`src/rtl/keypad_scan_bcd.sv`:
```
// keypad_scan_bcd: 4x4 matrix keypad scanner with debounce and a two-digit display bus.
// One column is driven low per slot. A row seen low on a slot tick is debounced,
// then emitted. BCD_disp carries {previous code, newest code}.
// Optional feature: define KEY_AUTOREPEAT_EN to re-emit a held key every REPEAT_TICKS ticks.
//
// state    | meaning
// SCAN     | stepping columns, looking for exactly one closed row
// DEBOUNCE | column frozen, candidate must match on consecutive ticks
// HOLD     | key accepted, waiting for a debounced release
`timescale 1ns/1ps
module keypad_scan_bcd #(
  parameter int SCAN_CNTMAX  = 49_999,
  parameter int DEB_TICKS    = 20,
  parameter int REPEAT_TICKS = 500
) (
  input  logic       clk_50M,
  input  logic       rst,
  input  logic [3:0] key_row,
  output logic [3:0] key_col,
  output logic       key_valid,
  output logic [3:0] key_code,
  output logic [7:0] BCD_disp
);

  localparam int SLOT_W = $clog2(SCAN_CNTMAX + 1);
  localparam int DEB_W  = $clog2(DEB_TICKS + 1);

  typedef enum logic [1:0] {SCAN, DEBOUNCE, HOLD} state_t;

  state_t            state, state_next;
  logic [3:0]        row_meta, row_sync;
  logic [SLOT_W-1:0] slot_cnt;
  logic              tick;
  logic [1:0]        col_idx, col_next;
  logic [1:0]        cand_row, cand_next;
  logic [DEB_W-1:0]  deb_cnt, deb_next;
  logic [DEB_W-1:0]  rel_cnt, rel_next;
  logic              one_low;
  logic [1:0]        row_idx;
  logic [3:0]        cand_pat;
  logic              emit;
  logic [3:0]        emit_code;

`ifdef KEY_AUTOREPEAT_EN
  localparam int REP_W = $clog2(REPEAT_TICKS);
  logic [REP_W-1:0] rep_cnt, rep_next;
`endif

  assign tick     = (slot_cnt == SLOT_W'(SCAN_CNTMAX));
  assign key_col  = ~(4'b0001 << col_idx);
  assign cand_pat = ~(4'b0001 << cand_row);

  // Two-flop synchronizer for the asynchronous row inputs (idle high).
  always_ff @(posedge clk_50M or posedge rst) begin
    if (rst) begin
      row_meta <= 4'hF;
      row_sync <= 4'hF;
    end else begin
      row_meta <= key_row;
      row_sync <= row_meta;
    end
  end

  // Slot counter; the tick marks the last cycle of each column slot.
  always_ff @(posedge clk_50M or posedge rst) begin
    if (rst)       slot_cnt <= '0;
    else if (tick) slot_cnt <= '0;
    else           slot_cnt <= slot_cnt + 1'b1;
  end

  // Decode a single closed row; zero or several closed rows are treated as no key.
  always_comb begin
    one_low = 1'b0;
    row_idx = 2'd0;
    unique case (~row_sync)
      4'b0001: begin one_low = 1'b1; row_idx = 2'd0; end
      4'b0010: begin one_low = 1'b1; row_idx = 2'd1; end
      4'b0100: begin one_low = 1'b1; row_idx = 2'd2; end
      4'b1000: begin one_low = 1'b1; row_idx = 2'd3; end
      default: begin one_low = 1'b0; row_idx = 2'd0; end
    endcase
  end

  // Next-state logic; everything advances only on a slot tick.
  always_comb begin
    state_next = state;
    col_next   = col_idx;
    cand_next  = cand_row;
    deb_next   = deb_cnt;
    rel_next   = rel_cnt;
    emit       = 1'b0;
    emit_code  = {cand_row, col_idx};
`ifdef KEY_AUTOREPEAT_EN
    rep_next   = rep_cnt;
`endif
    if (tick) begin
      unique case (state)
        SCAN: begin
          if (one_low) begin
            cand_next  = row_idx;
            deb_next   = DEB_W'(1);
            state_next = DEBOUNCE;
          end else begin
            col_next = col_idx + 2'd1;
          end
        end
        DEBOUNCE: begin
          if (row_sync == cand_pat) begin
            if (deb_cnt == DEB_W'(DEB_TICKS)) begin
              emit       = 1'b1;
              rel_next   = '0;
              state_next = HOLD;
`ifdef KEY_AUTOREPEAT_EN
              rep_next   = '0;
`endif
            end else begin
              deb_next = deb_cnt + 1'b1;
            end
          end else begin
            col_next   = col_idx + 2'd1;
            state_next = SCAN;
          end
        end
        HOLD: begin
          if (row_sync == 4'hF) begin
`ifdef KEY_AUTOREPEAT_EN
            rep_next = '0;
`endif
            if (rel_cnt == DEB_W'(DEB_TICKS)) begin
              rel_next   = '0;
              col_next   = col_idx + 2'd1;
              state_next = SCAN;
            end else begin
              rel_next = rel_cnt + 1'b1;
            end
          end else begin
            rel_next = '0;
`ifdef KEY_AUTOREPEAT_EN
            if (rep_cnt == REP_W'(REPEAT_TICKS - 1)) begin
              emit     = 1'b1;
              rep_next = '0;
            end else begin
              rep_next = rep_cnt + 1'b1;
            end
`endif
          end
        end
        default: state_next = SCAN;
      endcase
    end
  end

  // State and counter registers.
  always_ff @(posedge clk_50M or posedge rst) begin
    if (rst) begin
      state    <= SCAN;
      col_idx  <= 2'd0;
      cand_row <= 2'd0;
      deb_cnt  <= '0;
      rel_cnt  <= '0;
    end else begin
      state    <= state_next;
      col_idx  <= col_next;
      cand_row <= cand_next;
      deb_cnt  <= deb_next;
      rel_cnt  <= rel_next;
    end
  end

`ifdef KEY_AUTOREPEAT_EN
  // Auto-repeat tick counter while the key stays closed.
  always_ff @(posedge clk_50M or posedge rst) begin
    if (rst) rep_cnt <= '0;
    else     rep_cnt <= rep_next;
  end
`endif

  // Output registers: pulse, latched code and the shifting display bus.
  always_ff @(posedge clk_50M or posedge rst) begin
    if (rst) begin
      key_valid <= 1'b0;
      key_code  <= 4'h0;
      BCD_disp  <= 8'h00;
    end else begin
      key_valid <= emit;
      if (emit) begin
        key_code <= emit_code;
        BCD_disp <= {BCD_disp[3:0], emit_code};
      end
    end
  end

endmodule

```
`config.mk`:
```
export PLATFORM = sky130hd
export DESIGN_NAME = keypad_scan_bcd
export DESIGN_NICKNAME = d
export VERILOG_FILES = /design/src/rtl/keypad_scan_bcd.sv
export SDC_FILE = /design/constraint.sdc
export NUM_CORES = 1
export LEC_CHECK = 0
export BUFFER_PORTS_ARGS = -buffer_cell sky130_fd_sc_hd__buf_2
export CAP_MARGIN = 15
export CORE_MARGIN = 4
export CORE_UTILIZATION = 58
export DETAILED_ROUTE_END_ITERATION = 8
export PLACE_DENSITY_LB_ADDON = 0.1
export SLEW_MARGIN = 30
export SYNTH_ARGS = -nofsm -noshare
export SYNTH_HDL_FRONTEND = slang
export SYNTH_SLANG_ARGS = --single-unit
```
`constraint.sdc`:
```
create_clock -name clk_50M -period 3.1 [get_ports clk_50M]
set_input_delay 0.62 -clock clk_50M [delete_from_list [all_inputs] [get_ports clk_50M]]
set_output_delay 0.62 -clock clk_50M [all_outputs]
set_load 0.005 [all_outputs]
```
=== After elaboration in Yosys (flattened, before gate mapping) ===
Index checks and enable logic that the tools add are counted.

* Register bits after elaboration: 53
* Input port bits: 6

* Add/sub/neg operators: 4
* Eq/ne operators: 20
* Shift-type cells: 2
* Muxes and demuxes: 27
* Bitwise gates (word level): 3
* Reduce and logical (&&, ||, !) cells: 10

{| class="wikitable"
|+ Operators by type and width
! operator !! number
|-
| two-way mux 5 bit || 7
|-
| one-hot mux 5 bit (2 select lines) || 2
|-
| two-way mux 2 bit || 9
|-
| one-hot mux 2 bit (3 select lines) || 3
|-
| adder 16 x 1 -> 16 bit (second input constant) || 1
|-
| equality test 16 bit (second input constant) || 1
|-
| two-way mux 16 bit || 1
|-
| != test 2 bit (second input constant) || 8
|-
| NOT 4 bit || 3
|-
| adder 5 x 1 -> 5 bit (second input constant) || 2
|-
| equality test 5 bit (second input constant) || 2
|-
| AND reduction 5 bit || 2
|-
| equality test 4 bit (second input constant) || 2
|-
| << shifter 1 x 2 -> 4 bit (first input constant) || 2
|-
| AND reduction 6 bit || 1
|-
| two-way mux 1 bit || 5
|-
| equality test 4 x 1 -> 1 bit (second input constant) || 1
|-
| equality test 4 x 2 -> 1 bit (second input constant) || 1
|-
| equality test 4 x 3 -> 1 bit (second input constant) || 1
|-
| equality test 4 bit || 1
|-
| AND reduction 4 bit || 1
|-
| nonzero test 2 bit || 2
|-
| OR reduction 4 bit || 1
|-
| != test 3 bit (second input constant) || 1
|-
| other kinds (6) || 6
|}

=== Longest topological paths before layout ===
* Depth in word-level cells: 6
* Mapped depth: 8
* Depth with buffers taken out: 8

=== Worst setup path before layout ===
No wires, ideal clock.

* Path kind: register to register
* From: register slot_cnt[11]
* To: register BCD_disp[3]
* Library setup time: 125 ps
* Data arrival time: 2117 ps
* Slack: 858 ps
* Stages on the path, launching flop included: 6
* Path buffers: 0
* Cells stage by stage: dfrtp_1 or4b_4 nor4_4 inv_1 nor3_4 mux2_2

* Cells in the longest elaborated chain, start to end: 2

{| class="wikitable"
|+ RTL lines
! item !! RTL line !! source
|-
| start: declaration || 32 || <nowiki>logic [SLOT_W-1:0] slot_cnt;</nowiki>
|-
| start signal: assignment || 68 || <nowiki>else slot_cnt <= slot_cnt + 1'b1;</nowiki>
|-
| equality test 16 bit || 49 || <nowiki>assign tick = (slot_cnt == SLOT_W'(SCAN_CNTMAX));</nowiki>
|-
| two-way mux 1 bit || 96 || <nowiki>if (tick) begin</nowiki>
|-
| end signal: assignment || 188 || <nowiki>BCD_disp <= {BCD_disp[3:0], emit_code};</nowiki>
|-
| end: declaration || 22 || <nowiki>output logic [7:0] BCD_disp</nowiki>
|}

Every way passes these cells.
A chain may end at the register's enable or synchronous reset.

=== Final worst setup path ===
* From: register slot_cnt[11]
* To: register deb_cnt[4]

* Cells in the longest elaborated chain, start to end: 2

{| class="wikitable"
|+ RTL lines
! item !! RTL line !! source
|-
| equality test 16 bit || 49 ||
|-
| AND reduction 5 bit (no line) || - ||
|-
| end signal: assignment || 165 || <nowiki>deb_cnt <= deb_next;</nowiki>
|-
| end: declaration || 36 || <nowiki>logic [DEB_W-1:0] deb_cnt, deb_next;</nowiki>
|}

Every way passes these cells.

==> results.txt <==
The flow ran to the end, and the final reports show no timing, DRC or antenna violations. The TritonCTS clock tree is built. The tree is rooted in a sky130_fd_sc_hd__clkbuf_8. The max-slew violation count came out at 0. The number of warnings printed during yosys synthesis came out at 0. The ratio of final minimum period to clock period came out at 78.1%. The number of gates resized after CTS was 0.

The H-tree depth reported by CTS is 2. In this design, the stage delay of the slowest critical-path cell is 540 ps. The path type of the worst setup path is flip-flop to flip-flop.

The wire length of the first global-routing pass is 6730 µm. The minimum clock period is 2420 ps. The synthesized instance count came out at approximately 230. The number of antenna cells inserted came out at 0. VDD sags by at most 0.290 mV. At the later pin of the worst-skew pair, clock insertion delay measures 300 ps. The largest total area in the synthesized netlist belongs to sky130_fd_sc_hd__dfrtp_1.

For this design the static power due to leakage is 1.21 nW. The critical path's slowest cell is sky130_fd_sc_hd__or4b_4. The reg-to-reg startpoint is slot_cnt[11].

The pin count of the biggest net entering global routing is 50. Along the worst path, the maximum fanout reaches 6. The final setup violation count is 0.

The number of violations reported at the end of detailed-routing iteration 0 came out at 89. Max-cap violations in this run came to 0. The path with the worst hold slack has its endpoint at row_sync[0]. The global-route total usage across every layer came out at 16.6%.

The die area is 5250 µm². The mean instance size in the synthesized netlist is around 11 µm². STA classifies the critical path endpoint as a flip-flop.

The height of the die is 72.5 µm. The area taken by flip-flops and latches came out at roughly 1200 µm². The antenna violation net count after detailed routing came out at 0. After global routing the overflow that remains totals 0. The number of sinks handled by clock tree synthesis came out at 49. The total nets after synthesis is 241.

The endpoint arrival time on the critical path came out at roughly 2700 ps. Setup repair after global routing left no endpoint under its margin. Between clock sinks in the finished design, the worst skew comes to 14.6 ps. The sequential element share of the synthesized area came out at 51.3%. The hold violation total from the final report was 0.

The path depth of the worst reg2reg path came out at 6. The clock-pin slew on the worst setup and hold paths came out at 90 ps. The port buffer count is 22.

The core region is around 4000 µm². The last weighted congestion value of the routability-driven placer came out at roughly 0.76. The most common cell in the synthesized netlist is sky130_fd_sc_hd__dfrtp_1. The fraction of registers with async set/reset is 100%.

After synthesis, the cell types taking the most area are sky130_fd_sc_hd__dfrtp_1 (43%), sky130_fd_sc_hd__dfstp_2 (8.7%), sky130_fd_sc_hd__ha_1 (4.7%). The startpoint identified for the worst hold timing path is row_meta[0]. In the final layout, the share of cells above drive strength 1 is 21.4%.

The setup slack after layout is 679 ps. The data required time at the worst endpoint came out at 3350 ps. The ratio of total power to cell area came out at 404 nW/µm². The routed via count divided by cell count came out at 5.32. The commonest cells after synthesis are sky130_fd_sc_hd__dfrtp_1 (41), sky130_fd_sc_hd__nand2_1 (18), sky130_fd_sc_hd__o21ai_0 (17).

The number of enable-type register cells in the synthesized netlist is 0. The worst setup slack for register-to-register paths came out at 680 ps. The worst min-delay path class is flip-flop to flip-flop.

The final layout contains 262 nets. The routed wire length per instance came out at 12.8 µm. The maximum buffer depth of the clock tree is 2. The routed wire length is 3810 µm. The number of primary I/O pins is 23. The netlist area before placement is 2410 µm². The via count of the first global-routing pass came out at ~1,400. The slew at the pin closest to its max-slew limit came out at between 500 and 600 ps.

The count of TritonRoute iterations in the first routing pass came out at 4. The fraction of synthesized cell area taken by the top area cell type is between 40 and 50%. Yosys mapped the design onto 37 distinct sky130hd cell types.

The register bit total from synthesis is 49. The DRC violation count after routing came out at 0. Static timing analysis puts the maximum clock frequency at between 0.4 and 0.5 GHz. The HPWL after detailed placement is roughly 2700 µm. The setup slack at placement came out at 641 ps. Hold repair after CTS inserted 0 buffers.

The buffer count from post-CTS setup fixing came out at 0. The signal on the critical path passes through or4b_4 > nor4_4 > o211ai_2 > or2_1 > or4_1 > nand3_1. The number of rows in the core area is 23. Fill cells in the final layout number 322. The via count of the routed design came out at around 1,600. The critical register-to-register path endpoint is deb_cnt[4]. The primary flip-flop cell chosen by synthesis mapping is sky130_fd_sc_hd__dfrtp_1.

The number of CTS-inserted buffers came out at 5. The floorplan die width came out at 72.5 µm. The cell depth of the worst hold path is 0. The sort of element at the start of the critical path is a flip-flop.

For this configuration, the core starts out at a cell density of 60.3%. The remaining max-slew budget at the tightest pin is 61.8%. The synthesis-to-layout area growth is 9.44%. The setup TNS is 0 ps.

In the final layout, the multi-input gates occupy 1070 µm². The number of antenna violations at the first check in global routing is 0.
## area by class of cell
class / instances / area share (%)
tap: 50 / 2.37
inverter: 16 / 2.37
timing repair buffer: 23 / 4.46
sequential: 49 / 46.8
clock buffer: 7 / 3.27
multi-input combinational: 152 / 40.4
clock inverter: 1 / 0.284
## state kept, by name, summed over array words and instances, names as in the netlist
signal / cells
BCD_disp: 5
cand_row: 2
col_idx: 2
deb_cnt: 5
key_code: 3
key_valid: 1
rel_cnt: 5
row_meta: 4
row_sync: 4
slot_cnt: 16
state: 2
## worst max-delay path by stage
stage	endpoint	depth (start not counted)	slack, ps	startpoint
finish	deb_cnt[4]	6	680	slot_cnt[11]
global route	BCD_disp[4]	5	510	slot_cnt[11]
CTS	BCD_disp[3]	5	650	slot_cnt[11]
detailed placement	BCD_disp[3]	5	640	slot_cnt[11]
global placement	BCD_disp[4]	5	670	slot_cnt[11]
floorplan	BCD_disp[3]	5	860	slot_cnt[11]
## kinds of logic after synthesis
group / Yosys count / share of synthesized area, %
multiplexers: 10 / 4.67
XOR/XNOR: 17 / 6.18
adder cells (fa/ha/maj): 9 / 4.67
AO/OA/AOI/OAI: 31 / 7.84
AND/OR/NAND/NOR: 85 / 20.9
buffers and inverters: 25 / 4.52
flip-flops: 49 / 51.3
## cells in the final DEF, fill, tap and decap left out, drive strengths merged, types with 6 or more instances in the layout
| master | count |
|---|---|
| dfrtp | 41 |
| nand2 | 18 |
| dfstp | 8 |
| o21ai | 17 |
| clkbuf | 7 |
| nand4 | 6 |
| nand3 | 14 |
| buf | 23 |
| mux2 | 10 |
| xnor2 | 9 |
| ha | 9 |
| inv | 16 |
| nor2 | 11 |
| xor2 | 8 |
## critical path: cells and delay by family (launching register included)
kind	cells	cell delay (ps)
compound gates	1	220
flops	1	440
simple gates	5	1710
## report_power, final
| part | switching, mW | internal [mW] |
|---|---|---|
| registers | 0.00754 | 0.649 |
| clock network | 0.203 | 0.181 |
| logic | 0.0171 | 0.00804 |
## per-stage QoR
stage	std cells	total power [mW]	utilization, %	hold WS (ps)	instance area (µm²)
after floorplan	226	0.686	-	345	2410
after global placement	290	0.694	63.6	347	2540
after detailed placement	290	0.694	63.6	347	2540
after CTS	298	1.08	66.0	359	2640
after global routing	298	1.11	66.0	362	2640
final	298	1.07	66.0	358	2640
## routing by layer
metal  share of wire [%]  track usage (%)
met5                   0                0
met4                 1.7             6.56
met3                 4.2             4.57
met2                  45             25.1
met1                  49             23.0
Power figures use the tool's default switching activity.
